===== src/rtl/bus_dev_endpoint.sv =====
// ---------------------------------------------------------------------------
// bus_dev_endpoint
//   Device-side endpoint of the bs_gnrtr_n_rbtr bus. This block holds two
//   FIFOs. The TX FIFO is loaded by the host and drained by the bus. The RX
//   FIFO captures bus pushes addressed to this device, or to the broadcast
//   ID, and is drained by the host.
//
// Ports
//   clk, reset           rising-edge clock, synchronous active-high reset
//   wr_en, wr_data       host write into TX FIFO
//   tx_full, tx_count    TX FIFO status
//   pndng, D_pop, pop    bus side of TX FIFO (D_pop is first-word fall-through)
//   push, D_push         bus delivery into RX FIFO (filtered by destination ID)
//   rd_en, rx_data       host read of RX FIFO (rx_data is first-word fall-through)
//   rx_valid, rx_count   RX FIFO status
//   tx_ovf_cnt           saturating count of TX writes rejected while full
//   rx_drop_cnt          saturating count of matching pushes dropped while full
//   pop_err              sticky flag: pop seen while TX empty
// ---------------------------------------------------------------------------

// ---------------------------------------------------------------------------
// bus_dev_fifo
//   Circular-buffer FIFO with a read pointer, a write pointer and an
//   occupancy count. A write is accepted when the FIFO is not full, or when a
//   read retires an entry in the same cycle. rd_data shows the head entry
//   combinationally and is 0 while the FIFO is empty. The reject output
//   pulses when a write is refused.
// ---------------------------------------------------------------------------
module bus_dev_fifo #(
  parameter int width = 16,
  parameter int depth = 8
) (
  input  logic                     clk,
  input  logic                     reset,
  input  logic                     wr,
  input  logic [width-1:0]         wr_data,
  input  logic                     rd,
  output logic [width-1:0]         rd_data,
  output logic                     valid,
  output logic                     full,
  output logic [$clog2(depth):0]   count,
  output logic                     reject
);
  localparam int aw = $clog2(depth);
  localparam logic [aw:0] full_lvl = (aw+1)'(depth);

  logic [width-1:0] mem [depth];
  logic [aw-1:0]    rd_ptr, wr_ptr;
  logic             do_wr, do_rd;

  // Status flags depend only on the count register, so they carry no
  // combinational path from the inputs.
  assign valid  = (count != '0);
  assign full   = (count == full_lvl);
  assign do_rd  = rd && valid;
  assign do_wr  = wr && (!full || do_rd);
  assign reject = wr && !do_wr;

  assign rd_data = valid ? mem[rd_ptr] : '0;

  // NOTE: the storage array has no reset. Clearing the pointers and the count
  // empties the FIFO, and rd_data is masked while the FIFO is empty, so stale
  // contents are never observable.
  always_ff @(posedge clk) begin
    if (do_wr) mem[wr_ptr] <= wr_data;
  end

  // NOTE: all state registers use non-blocking assignments, so every
  // register samples the values from before the clock edge.
  always_ff @(posedge clk) begin
    if (reset) begin
      rd_ptr <= '0;
      wr_ptr <= '0;
      count  <= '0;
    end else begin
      // depth is a power of two, so the pointers wrap naturally
      if (do_wr) wr_ptr <= wr_ptr + 1'b1;
      if (do_rd) rd_ptr <= rd_ptr + 1'b1;
      case ({do_wr, do_rd})
        2'b10:   count <= count + 1'b1;
        2'b01:   count <= count - 1'b1;
        default: count <= count;
      endcase
    end
  end
endmodule

module bus_dev_endpoint #(
  parameter int              pckg_sz   = 16,
  parameter int              depth     = 8,
  parameter int              id_w      = 8,
  parameter logic [id_w-1:0] dev_id    = '0,
  parameter logic [id_w-1:0] broadcast = '1
) (
  input  logic                      clk,
  input  logic                      reset,
  input  logic                      wr_en,
  input  logic [pckg_sz-1:0]        wr_data,
  output logic                      tx_full,
  output logic [$clog2(depth):0]    tx_count,
  output logic                      pndng,
  output logic [pckg_sz-1:0]        D_pop,
  input  logic                      pop,
  input  logic                      push,
  input  logic [pckg_sz-1:0]        D_push,
  input  logic                      rd_en,
  output logic [pckg_sz-1:0]        rx_data,
  output logic                      rx_valid,
  output logic [$clog2(depth):0]    rx_count,
  output logic [7:0]                tx_ovf_cnt,
  output logic [7:0]                rx_drop_cnt,
  output logic                      pop_err
);
  logic [id_w-1:0] dest;
  logic            rx_accept;
  logic            tx_reject, rx_reject;

  // The destination ID is the top id_w bits of the packet.
  assign dest      = D_push[pckg_sz-1 -: id_w];
  assign rx_accept = push && ((dest == dev_id) || (dest == broadcast));

  bus_dev_fifo #(.width(pckg_sz), .depth(depth)) u_tx_fifo (
    .clk     (clk),
    .reset   (reset),
    .wr      (wr_en),
    .wr_data (wr_data),
    .rd      (pop),
    .rd_data (D_pop),
    .valid   (pndng),
    .full    (tx_full),
    .count   (tx_count),
    .reject  (tx_reject)
  );

  bus_dev_fifo #(.width(pckg_sz), .depth(depth)) u_rx_fifo (
    .clk     (clk),
    .reset   (reset),
    .wr      (rx_accept),
    .wr_data (D_push),
    .rd      (rd_en),
    .rd_data (rx_data),
    .valid   (rx_valid),
    .full    (),
    .count   (rx_count),
    .reject  (rx_reject)
  );

  // The error counters saturate at 8'hFF instead of wrapping. pop_err stays
  // set until reset.
  always_ff @(posedge clk) begin
    if (reset) begin
      tx_ovf_cnt  <= '0;
      rx_drop_cnt <= '0;
      pop_err     <= 1'b0;
    end else begin
      if (tx_reject && (tx_ovf_cnt != 8'hFF))  tx_ovf_cnt  <= tx_ovf_cnt + 8'd1;
      if (rx_reject && (rx_drop_cnt != 8'hFF)) rx_drop_cnt <= rx_drop_cnt + 8'd1;
      if (pop && !pndng)                       pop_err     <= 1'b1;
    end
  end
endmodule


===== config.mk =====
export PLATFORM = sky130hd
export DESIGN_NAME = bus_dev_endpoint
export DESIGN_NICKNAME = d
export VERILOG_FILES = /design/src/rtl/bus_dev_endpoint.sv
export SDC_FILE = /design/constraint.sdc
export NUM_CORES = 1
export LEC_CHECK = 0
export ABC_AREA = 1
export BUFFER_PORTS_ARGS = -buffer_cell sky130_fd_sc_hd__buf_2
export CAP_MARGIN = 30
export CORE_AREA = 2 2 190 192
export CTS_BUF_LIST = sky130_fd_sc_hd__clkbuf_16
export DETAILED_ROUTE_END_ITERATION = 12
export DIE_AREA = 0 0 192 194
export PLACE_DENSITY = 0.55
export RECOVER_POWER = 25
export SYNTH_ARGS = -nofsm -noshare
export SYNTH_HDL_FRONTEND = slang
export SYNTH_SLANG_ARGS = --single-unit

===== constraint.sdc =====
create_clock -name clk -period 6 [get_ports clk]
set_input_delay 1.2 -clock clk [delete_from_list [all_inputs] [get_ports clk]]
set_output_delay 1.2 -clock clk [all_outputs]
set_load 0.005 [all_outputs]

After elaboration in Yosys (flattened, before gate mapping)

Memories as Yosys holds them, arrays and structs flattened. A register that Yosys moved wholly into a read port is not among the register bits.
Index checks and enable logic that the tools add are counted.

$mul: 0
Add/sub/neg operators: 10
Reductions and logical operators: 23
Muxes and demuxes: 12
Divide/modulo/power cells: 0
Bitwise operators: 0
$lt $le $gt $ge: 0
Shifts and indexed selects: 0
Equality and inequality tests: 9

Operators with widths:

| cell                | count |
|---|---|
| $mux 16             | 2 |
| $add 8x1->8 const B | 2 |
| $ne 8x8->1 const B  | 2 |
| $pmux 4 s2          | 2 |
| $add 3x1->3 const B | 4 |
| $mux 3              | 4 |
| $logic_and 1x1->1   | 10 |
| $add 4x1->4 const B | 2 |
| $eq 4x4->1 const B  | 2 |
| $eq 8x8->1 const B  | 1 |
| $logic_not 8->1     | 1 |
| $reduce_bool 4->1   | 2 |
| $sub 4x1->4 const B | 2 |
| $logic_not 1->1     | 5 |
| $eq 2x1->1 const B  | 2 |
| $eq 2x2->1 const B  | 2 |
| $mux 1              | 4 |
| $reduce_bool 2->1   | 2 |
| $logic_or 1x1->1    | 3 |

Bits in writable memories: 256
Latch bits: 0
Bits in registers: 37
Output and inout port bits: 60
Memories: 2
Bits in read-only memories: 0
Logic and storage cells: 65

Memory list:

| name          | words | width | rd ports | clocked after memory_dff | write ports | line | RTL |
|---|---|---|---|---|---|---|---|
| u_rx_fifo.mem | 8     | 16    | 1        | 1                        | 1           | 47   | `logic [width-1:0] mem [depth];` |
| u_tx_fifo.mem | 8     | 16    | 1        | 1                        | 1           | 47   |  |

Logic depth before layout (Yosys ltp)

Gate-level depths: netlist of the first run.

Word-level depth: 7
Gate-level depth with buffers: 16
Depth with buffers taken out: 16

Hierarchy

From an unflattened synthesis of the first run, not the netlist that was laid out.

Cells, all modules: 1066
Area total of the unflattened synthesis: 12434.4 um2

Modules (own cells, without submodules):

| module           | cells each | area each (um2) | sequential area each (um2) | instances |
|---|---|---|---|---|
| bus_dev_fifo     | 458        | 5741.8          | 4103.9                     | 2 |
| bus_dev_endpoint | 150        | 950.9           | 340.3                      | 1 |

Worst setup path after synthesis of the first run

No wires, ideal clock.

Path kind: input -> register
Start point: input port D_push[15]
End point: memory u_rx_fifo.mem[0][0] (enable)
Arrival time: 3.033 ns
Data required time: 5.591 ns
Setup slack: 2.558 ns
Library setup time: 0.409 ns
Buffers on the path: 0
Stages on the path: 7
Cells stage by stage: nor2_1 -> nand2_1 -> o21ai_2 -> nand2_2 -> nor2_2 -> nand2_1 -> nor3_1

Word-level cells in the longest chain between the ends: 6

RTL lines:

| element                                       | line | RTL |
|---|---|---|
| start: declaration                            | 105  | `input logic [pckg_sz-1:0] D_push,` |
| $eq 8x8->1 or $logic_not 8->1 (tied branches) | 120  | `assign rx_accept = push && ((dest == dev_id) \|\| (dest == broadcast));` |
| $logic_or 1x1->1 *                            | 120  |  |
| $logic_and 1x1->1 *                           | 120  |  |
| $logic_and 1x1->1 *                           | 56   | `assign do_wr = wr && (!full \|\| do_rd);` |
| $mux 1 *                                      | 65   | `if (do_wr) mem[wr_ptr] <= wr_data;` |
| $mux 1 (not written as such) *                | 65   |  |
| end: declaration                              | 47   |  |

Every way passes the cells marked *; elsewhere a longest branch is shown, timed or not.

==> results.py, run 1 <==
metrics = {
    "setup_path": {
        "cp.arrival_ns": 2.61,
        "crit_type": "reg2out",
        "start_kind": "flop",
        "crit_buf_inv": 4,
        "end_kind": "primary output",
        "path_cells": "buf_4 > clkinv_2 > buf_4 > nor2_1 > o32ai_1 > o21ai_0 > nor2_1 > buf_2",
        "crit_required_ns": 4.80,
        "slowest_delay_ns": 0.56,
        "path_delay_family": "buffers and inverters",
        "crit_path_max_fanout": 65,
        "slowest_stage": "buf_4",
    },
    "final_layout": {
        "drive_gt1_frac": 0.1505,
        "area_delta_synth_final_pct": 16.92,
        "layout.cells.non_filler": 1625,
        "nNetsFinal": 1189,
        "final_common_cell": "nor2_1",
        "layout_common_cells": "nor2_1 (301), edfxtp_1 (256), o21ai_0 (103)",
        "fin_area_sq_um": 14190,
        "fin_util": 0.4030,
    },
    "sta": {
        "setup_viol": 0,
        "final.period_utilization": 0.6358,
        "clock.fmax_mhz": 262.2,
        "finalClockSkew_ns": 0.01738,
        "slew_headroom": 0.3646,
        "period_needed_ns": 3.815,
        "rsz0062_at_grt": "no",
        "hold_viol": 0,
        "worstMarginPinSlew_ns": 0.9504,
        "tns_ns": 0,
        "hold_ws_ns": 0.4643,
        "slew_violations": 0,
    },
    "clock_network": {
        "cts.sink_count": 299,
        "tritoncts": "done",
        "cts_buffers": 34,
        "postCtsSetupBuffers": 0,
        "post_cts_resized": 0,
        "cts-root-buf": "clkbuf_16",
        "htreeDepth": 2,
        "cts.clk_slew.worst_paths_ns": 0.06,
        "insertion_delay_ns": 0.51,
        "ctsHoldBuffers": 0,
        "cts_buffer_depth": 3,
    },
    "synth": {
        "netlist_area_sq_um": 12140,
        "yosysTopAreaCellShare": 0.6332,
        "yosysSeqAreaShare": 0.7041,
        "syn_inst": 1035,
        "async_flop_share": 0,
        "yosys.area.top_type": "edfxtp_1",
        "synth_edf_count": 256,
        "synth-seq-cells": 299,
        "ys_types": 30,
        "synthTopCellsByArea": "edfxtp_1 (63%), nor2_1 (9.3%), dfxtp_1 (7.1%)",
        "mappedNetlistNets": 1085,
        "syn_avg_cell_area_sq_um": 11.73,
        "ys.flop_type": "edfxtp_1",
        "yosysWarnings": 0,
    },
    "placed_design": {
        "placed_cell_area_sq_um": 13190,
        "port_buffers": 97,
        "globalplace.congestion": 0.7422,
        "dp_cells": 1564,
        "dp_hpwl_um": 15480,
    },
    "floorplanning": {
        "die_h_um": 194,
        "die_area_sq_um": 37250,
        "std_cell_rows": 69,
        "die_x_um": 192,
        "core_sq_um": 35220,
        "start_util": 0.3447,
        "io_pins": 98,
    },
    "global_route": {
        "grt_max_degree": 66,
        "track_usage": 0.1474,
        "antenna_found_initial": 0,
        "grt_pass1_wl_um": 42780,
        "grt_pass1_vias": 7689,
        "overflow": 0,
    },
    "pwr": {
        "p_leak_nw": 4.996,
        "power_density_nw_per_um2": 408.0,
        "vdd_ir_drop_max_mv": 0.2290,
    },
    "drt": {
        "routedWlPerCell_um": 17.09,
        "drtIter0Drc": 491,
        "vias": 8068,
        "drt_wl_total_um": 27770,
        "ant_nets": 0,
        "firstDrtPassIters": 4,
        "vias_per_cell": 4.965,
        "drc": 0,
    },
    "status": {
        "outcome": "finished clean",
    },
    "min_path": {
        "hold_path.class": "reg2reg",
    },
    "run": {
        "maxCapViolations": 0,
    },
}
-- cell type report --
class	count	area [sq um]
repair buffers	120	630.6
diodes	1	2.502
inverters	42	160.2
clock inverters	25	156.4
well taps	461	576.8
multi-input cells	642	3239
flip-flops and latches	299	8553
clock buffers	35	875.8
fillers	3373	21030
-- worst paths after layout --
path	start	end	slack (ns)	depth (start not counted)
max	flop	D_pop[4]	2.19	8
min	u_tx_fifo.rd_ptr[2]$_SDFFE_PP0P_	flop	0.46	2
max reg2reg	u_tx_fifo.count[0]$_SDFFE_PP0P_	u_tx_fifo.count[2]$_SDFFE_PP0P_	3.06	13
min reg2reg	u_tx_fifo.rd_ptr[2]$_SDFFE_PP0P_	flop	0.46	2
-- state kept, by name, summed over array words and instances, names as in the netlist, 3 cells and up, named ones only --
| register | flops |
|---|---|
| u_tx_fifo.rd_ptr | 3 |
| u_tx_fifo.count | 4 |
| u_tx_fifo.wr_ptr | 3 |
| u_tx_fifo.mem | 128 |
| u_rx_fifo.count | 4 |
| u_rx_fifo.mem | 128 |
| u_rx_fifo.rd_ptr | 3 |
| tx_ovf_cnt | 8 |
| u_rx_fifo.wr_ptr | 3 |
| rx_drop_cnt | 8 |
-- kinds of logic (layout without fill, tap and decap cells) --
group / after synthesis / count (layout) / synth area share
adders and majority gates: 12 / 12 / 0.01299
buffers and inverters: 94 / 222 / 0.03236
AOI/OAI and AO/OA: 213 / 213 / 0.1095
other: 0 / 1 / 0
xor gates and xnor gates: 11 / 11 / 0.007936
DFF: 299 / 299 / 0.7041
and+or+nand+nor: 406 / 406 / 0.1332
-- tightest hold or removal path: stages (launching register included) --
cell	delay, ns
dfxtp_1	0.31
inv_1	0.05
a21oi_1	0.07
-- power by group --
group	leakage, nW	internal (mW)	switching, mW
combinational	1.82	0.534	0.945
sequential	2.66	2.33	0.0750
clock	0.509	1.10	0.803
-- Yosys cell counts (2+ instances only) --
cell,instances
edfxtp_1,256
clkinv_2,2
nor2_4,2
xor2_1,8
inv_1,38
buf_2,18
inv_2,2
nand3_1,14
nor2_1,301
o32ai_1,64
clkbuf_1,31
nand4_1,6
nand2_1,61
ha_1,11
nand2_2,8
o21ai_1,12
buf_4,2
a21oi_2,4
o21ai_0,103
nor2_2,2
dfxtp_1,43
nor3_1,11
a21oi_1,27
xnor2_1,3
-- through the flow --
stage | power, mW | worst slack [ns]
floorplan | 3.410 | 2.558
global placement | 3.929 | 2.660
detailed placement | 3.946 | 2.687
CTS | 5.876 | 2.127
global route | 6.137 | 1.961
finish | 5.792 | 2.185
-- layer usage --
layer  track usage  part of all wire  vias to the layer above
li1              -                 -                     3931
met1        0.1987              0.46                     3924
met2        0.2421              0.47                      175
met3       0.02914             0.050                       38
met4       0.04015             0.019                        0
met5             0                 0                        -
Power figures use the tool's default switching activity.
==> inputs of run 2 (changes only) <==
clock period = 3.81 ns   (was 6 ns; I/O delays follow)
==> results.py, run 2 (same netlist as run 1, synthesis figures left out) <==
metrics = {
    "pwr": {
        "vdd_ir_drop_max_mv": 0.3210,
        "seqPwrFrac": 0.412,
        "p_leak_nw": 5.057,
        "power_mw": 9.204,
        "p_int_mw": 6.337,
        "p_sw_mw": 2.867,
        "clkPwrFrac": 0.331,
        "power_density_nw_per_um2": 645.9,
        "combPwrFrac": 0.257,
        "switching_share": 0.3115,
    },
    "sta": {
        "period_needed_ns": 3.212,
        "slew_violations": 0,
        "clock.fmax_mhz": 311.3,
        "rsz0062_at_grt": "no",
        "setup_viol": 0,
        "slew_headroom": 0.4629,
        "final.period_utilization": 0.8431,
        "hold_viol": 0,
        "tns_ns": 0,
        "fin_ws_ns": 0.5977,
        "finalClockSkew_ns": 0.01927,
        "worstMarginPinSlew_ns": 0.8048,
    },
    "clock_network": {
        "cts_buffer_depth": 3,
        "cts_buffers": 34,
        "postCtsSetupBuffers": 0,
        "ctsHoldBuffers": 0,
        "post_cts_resized": 0,
        "insertion_delay_ns": 0.51,
        "cts.sink_count": 299,
        "cts.clk_slew.worst_paths_ns": 0.06,
        "htreeDepth": 2,
        "tritoncts": "done",
        "cts-root-buf": "clkbuf_16",
    },
    "setup_path": {
        "crit_required_ns": 3.05,
        "crit_type": "reg2out",
        "path_cells": "buf_4 > nor2_1 > o32ai_1 > o21ai_1 > nor2_1 > buf_2",
        "slowest_delay_ns": 0.50,
        "start_kind": "flop",
        "crit_buf_inv": 2,
        "crit_path_max_fanout": 54,
        "path_delay_family": "buffers and inverters",
        "path_common_cell": "nor2_1",
        "end_kind": "primary output",
        "cp.arrival_ns": 2.45,
        "slowest_stage": "buf_4",
    },
    "drt": {
        "firstDrtPassIters": 4,
        "vias": 8036,
        "drt_wl_total_um": 27490,
        "routedWlPerCell_um": 16.91,
        "drc": 0,
        "drtIter0Drc": 426,
        "vias_per_cell": 4.942,
        "ant_nets": 0,
    },
    "global_route": {
        "grt_max_degree": 65,
        "antenna_found_initial": 0,
        "grt_pass1_vias": 7637,
        "grt_pass1_wl_um": 42540,
        "overflow": 0,
        "track_usage": 0.1470,
    },
    "status": {
        "outcome": "finished clean",
    },
    "final_layout": {
        "layout_common_cells": "nor2_1 (301), edfxtp_1 (256), o21ai_0 (103)",
        "fin_util": 0.4046,
        "diodes": 0,
        "final_common_cell": "nor2_1",
        "area_delta_synth_final_pct": 17.39,
        "drive_gt1_frac": 0.1545,
        "nNetsFinal": 1194,
        "reg_top3": "u_rx_fifo.mem: 128 flops, u_tx_fifo.mem: 128 flops",
        "fin_area_sq_um": 14250,
    },
    "floorplanning": {
        "io_pins": 98,
        "std_cell_rows": 69,
        "die_x_um": 192,
        "start_util": 0.3447,
        "die_h_um": 194,
        "core_sq_um": 35220,
        "die_area_sq_um": 37250,
    },
    "placed_design": {
        "globalplace.congestion": 0.7280,
        "port_buffers": 97,
        "pre_cts_ws_ns": 0.9656,
        "dp_hpwl_um": 15720,
        "placed_cell_area_sq_um": 13250,
    },
    "run": {
        "maxCapViolations": 0,
    },
    "min_path": {
        "hold_path.class": "reg2reg",
    },
}
run 2: changes by cell type in the layout (fill, tap and decap cells not counted), sizes merged:
cell      change
clkinv       -10
inv           +7
diode         -1
bufinv        +1
clkinvlp      -1
buf           +5
run 2: layout make-up:
class / count / area, sq um
Fill cell: 3385 / 20970
Sequential cell: 299 / 8553
Multi-Input combinational cell: 642 / 3239
Clock buffer: 35 / 875.8
Timing Repair Buffer: 125 / 693.2
Tap cell: 461 / 576.8
Inverter: 42 / 160.2
Clock inverter: 22 / 152.6
run 2: stage by stage:
| step | instances | hold slack, ns |
|---|---|---|
| after floorplan | 1035 | 0.4331 |
| after global placement | 1569 | 0.4498 |
| after detailed placement | 1569 | 0.4504 |
| after CTS | 1626 | 0.4622 |
| after global routing | 1626 | 0.4921 |
| final | 1626 | 0.4556 |
run 2: per-layer routing:
metal / track usage / vias up / share of wire / wire length (um)
li1: - / 3928 / - / -
met1: 0.2009 / 3884 / 0.46 / 12690
met2: 0.2360 / 181 / 0.46 / 12750
met3: 0.02968 / 43 / 0.054 / 1479
met4: 0.04439 / 0 / 0.021 / 571
met5: 0 / - / 0 / 0
run 2: power groups by stage:
stage	registers (mW)	clock network, mW	logic [mW]
final	3.79	3.05	2.37
after global routing	3.81	3.26	2.69
after CTS	3.79	3.14	2.41
after detailed placement	3.86	0	2.40
after global placement	3.86	0	2.39
after floorplan	3.81	0	1.56
run 2: worst min-delay path: stages (launching register included):
cell	delay (ns)
dfxtp_1	0.31
inv_1	0.05
a21oi_1	0.06
run 2: worst paths after layout:
kind,slack (ns),start,depth (start not counted),end
worst max-delay path,0.60,flop,6,rx_data[3]
worst min-delay path,0.46,u_tx_fifo.rd_ptr[2]$_SDFFE_PP0P_,2,flop
worst max register to register,1.44,u_rx_fifo.count[0]$_SDFFE_PP0P_,15,u_rx_fifo.count[3]$_SDFFE_PP0P_
worst min register to register,0.46,u_tx_fifo.rd_ptr[2]$_SDFFE_PP0P_,2,flop
==> inputs of run 3 (changes only) <==
PLACE_DENSITY = 0.57   (was 0.55)
clock period = 2.6 ns   (was 3.81 ns; I/O delays follow)
==> results.py, run 3 (same netlist as run 1, synthesis figures left out) <==
metrics = {
    "setup_path": {
        "reg2reg_from": "u_tx_fifo.count[0]$_SDFFE_PP0P_",
        "cp.arrival_ns": 1.99,
        "rr_worst_depth": 14,
        "r2r_slack_ns": 0.41,
        "end_kind": "primary output",
        "path_common_cell": "nor2_1",
        "start_kind": "flop",
        "path_cells": "buf_12 > nor2_1 > o32ai_2 > o21ai_0 > nor2_1 > buf_2",
        "crit_type": "reg2out",
        "slowest_delay_ns": 0.44,
        "crit_required_ns": 2.08,
        "slowest_stage": "dfxtp_4",
        "rr_endpoint": "u_tx_fifo.count[2]$_SDFFE_PP0P_",
        "crit_path_max_fanout": 16,
    },
    "clock_network": {
        "ctsHoldBuffers": 0,
        "tritoncts": "done",
        "cts_buffers": 34,
        "insertion_delay_ns": 0.52,
        "cts.sink_count": 299,
        "cts_buffer_depth": 3,
        "cts-root-buf": "clkbuf_16",
        "htreeDepth": 2,
        "cts.clk_slew.worst_paths_ns": 0.06,
    },
    "final_layout": {
        "fin_area_sq_um": 14750,
        "layout.cells.non_filler": 1654,
        "nNetsFinal": 1218,
        "diodes": 0,
        "layout_common_cells": "nor2_1 (299), edfxtp_1 (256), o21ai_0 (102)",
        "final_common_cell": "nor2_1",
        "multiInputGateArea_sq_um": 3267,
        "fillers": 3349,
        "reg_top3": "u_rx_fifo.mem: 128 flops, u_tx_fifo.mem: 128 flops",
        "drive_gt1_frac": 0.1785,
        "regArea_sq_um": 8561,
        "area_delta_synth_final_pct": 21.46,
    },
    "min_path": {
        "min_from": "D_push[9]",
        "hold_path.class": "in2reg",
        "whs_endpoint": "u_rx_fifo.mem[7][9]$_DFFE_PP_",
        "min_path_cells": 1,
    },
    "global_route": {
        "grt_pass1_wl_um": 43850,
        "antenna_found_initial": 0,
        "overflow": 0,
        "grt_max_degree": 65,
        "grt_pass1_vias": 7980,
        "track_usage": 0.1508,
    },
    "pwr": {
        "switching_share": 0.3163,
        "power_density_nw_per_um2": 958.9,
        "clkPwrFrac": 0.330,
        "p_sw_mw": 4.473,
        "p_leak_nw": 5.251,
        "combPwrFrac": 0.276,
        "vdd_ir_drop_max_mv": 0.6362,
        "p_int_mw": 9.667,
        "seqPwrFrac": 0.395,
    },
    "drt": {
        "drtIter0Drc": 558,
        "firstDrtPassIters": 5,
        "routedWlPerCell_um": 17.55,
        "ant_nets": 0,
        "drt_wl_total_um": 29030,
        "met1_length_um": 13280,
        "top_layer": "met4",
        "met2WireLength_um": 13950,
        "vias_per_cell": 4.987,
        "drc": 0,
        "wl_met3_um": 1249,
        "vias": 8249,
    },
    "sta": {
        "worstMarginPinSlew_ns": 0.7937,
        "setup_viol": 0,
        "slew_violations": 0,
        "hold_viol": 0,
        "clock.fmax_mhz": 398.7,
        "period_needed_ns": 2.508,
        "rsz0062_at_grt": "no",
        "finalClockSkew_ns": 0.02023,
        "slew_headroom": 0.4703,
        "final.period_utilization": 0.9647,
    },
    "floorplanning": {
        "die_x_um": 192,
        "die_area_sq_um": 37250,
        "std_cell_rows": 69,
        "start_util": 0.3447,
        "core_sq_um": 35220,
        "io_pins": 98,
        "die_h_um": 194,
    },
    "placed_design": {
        "placed_cell_area_sq_um": 13470,
        "dp_hpwl_um": 16940,
        "dp_cells": 1585,
        "port_buffers": 97,
        "globalplace.congestion": 0.7762,
    },
    "run": {
        "maxCapViolations": 0,
    },
    "status": {
        "outcome": "finished clean",
    },
}
==> run 3: layer usage <==
layer | vias up | global-route usage
met3 | 41 | 0.02534
li1 | 3979 | -
met2 | 191 | 0.2486
met1 | 4038 | 0.2069
met4 | 0 | 0.03845
met5 | - | 0
==> run 3: power groups by stage <==
| stage | logic (mW) | registers (mW) | clock network (mW) |
|---|---|---|---|
| 6_report | 3.90 | 5.58 | 4.66 |
| 5_1_grt | 4.37 | 5.60 | 4.98 |
| 4_1_cts | 3.66 | 5.58 | 4.78 |
| 2_1_floorplan | 2.29 | 5.58 | 0 |
| 3_3_place_gp | 3.60 | 5.67 | 0 |
| 3_5_place_dp | 3.64 | 5.68 | 0 |
==> run 3: stage by stage <==
stage | total power [mW] | worst slack [ns] | hold WS [ns] | util | setup TNS [ns]
2_1_floorplan | 7.870 | -0.1624 | 0.4331 | - | -18.06
3_3_place_gp | 9.274 | 0.06831 | 0.4434 | 0.3825 | 0
3_5_place_dp | 9.316 | 0.03098 | 0.4572 | 0.3825 | 0
4_1_cts | 14.02 | 0.004658 | 0.2218 | 0.4142 | 0
5_1_grt | 14.95 | 0.0004179 | 0.2952 | 0.4186 | 0
6_report | 14.14 | 0.09174 | 0.3099 | 0.4186 | 0
==> run 3: area by class of cell <==
type                    count  area share
clock buffers              34     0.05770
clock inverters            27     0.01739
inverters                  42     0.01162
multi-input cells         642      0.2216
flip-flops and latches    299      0.5806
well taps                 461     0.03912
repair buffers            149     0.07204
==> run 3: how the worst max path moves through the flow <==
stage,slack [ns],from,cells after the start,endpoint
after global routing,0.0004,flop,7,D_pop[3]
after floorplan,-0.16,D_push[15],7,u_rx_fifo.mem[0][0]$_DFFE_PP_
final,0.09,flop,6,rx_data[7]
after detailed placement,0.03,D_push[8],16,u_rx_fifo.count[3]$_SDFFE_PP0P_
after global placement,0.07,D_push[8],16,u_rx_fifo.count[3]$_SDFFE_PP0P_
after CTS,0.005,flop,6,rx_data[7]
==> run 3: critical path: cells and delay by family (launching register included) <==
kind | cells | cell delay (ns)
AOI/OAI and AO/OA | 2 | 0.38
buffers and inverters | 2 | 0.34
DFF | 1 | 0.44
and+or+nand+nor | 2 | 0.31
==> run 3: timing repair <==
action / CTS / global route
pin swaps: 0 / 2
setup endpoints to repair: 9 / 20
cloned: 0 / 4
setup buffers: 0 / 4
resized for setup: 3 / 13
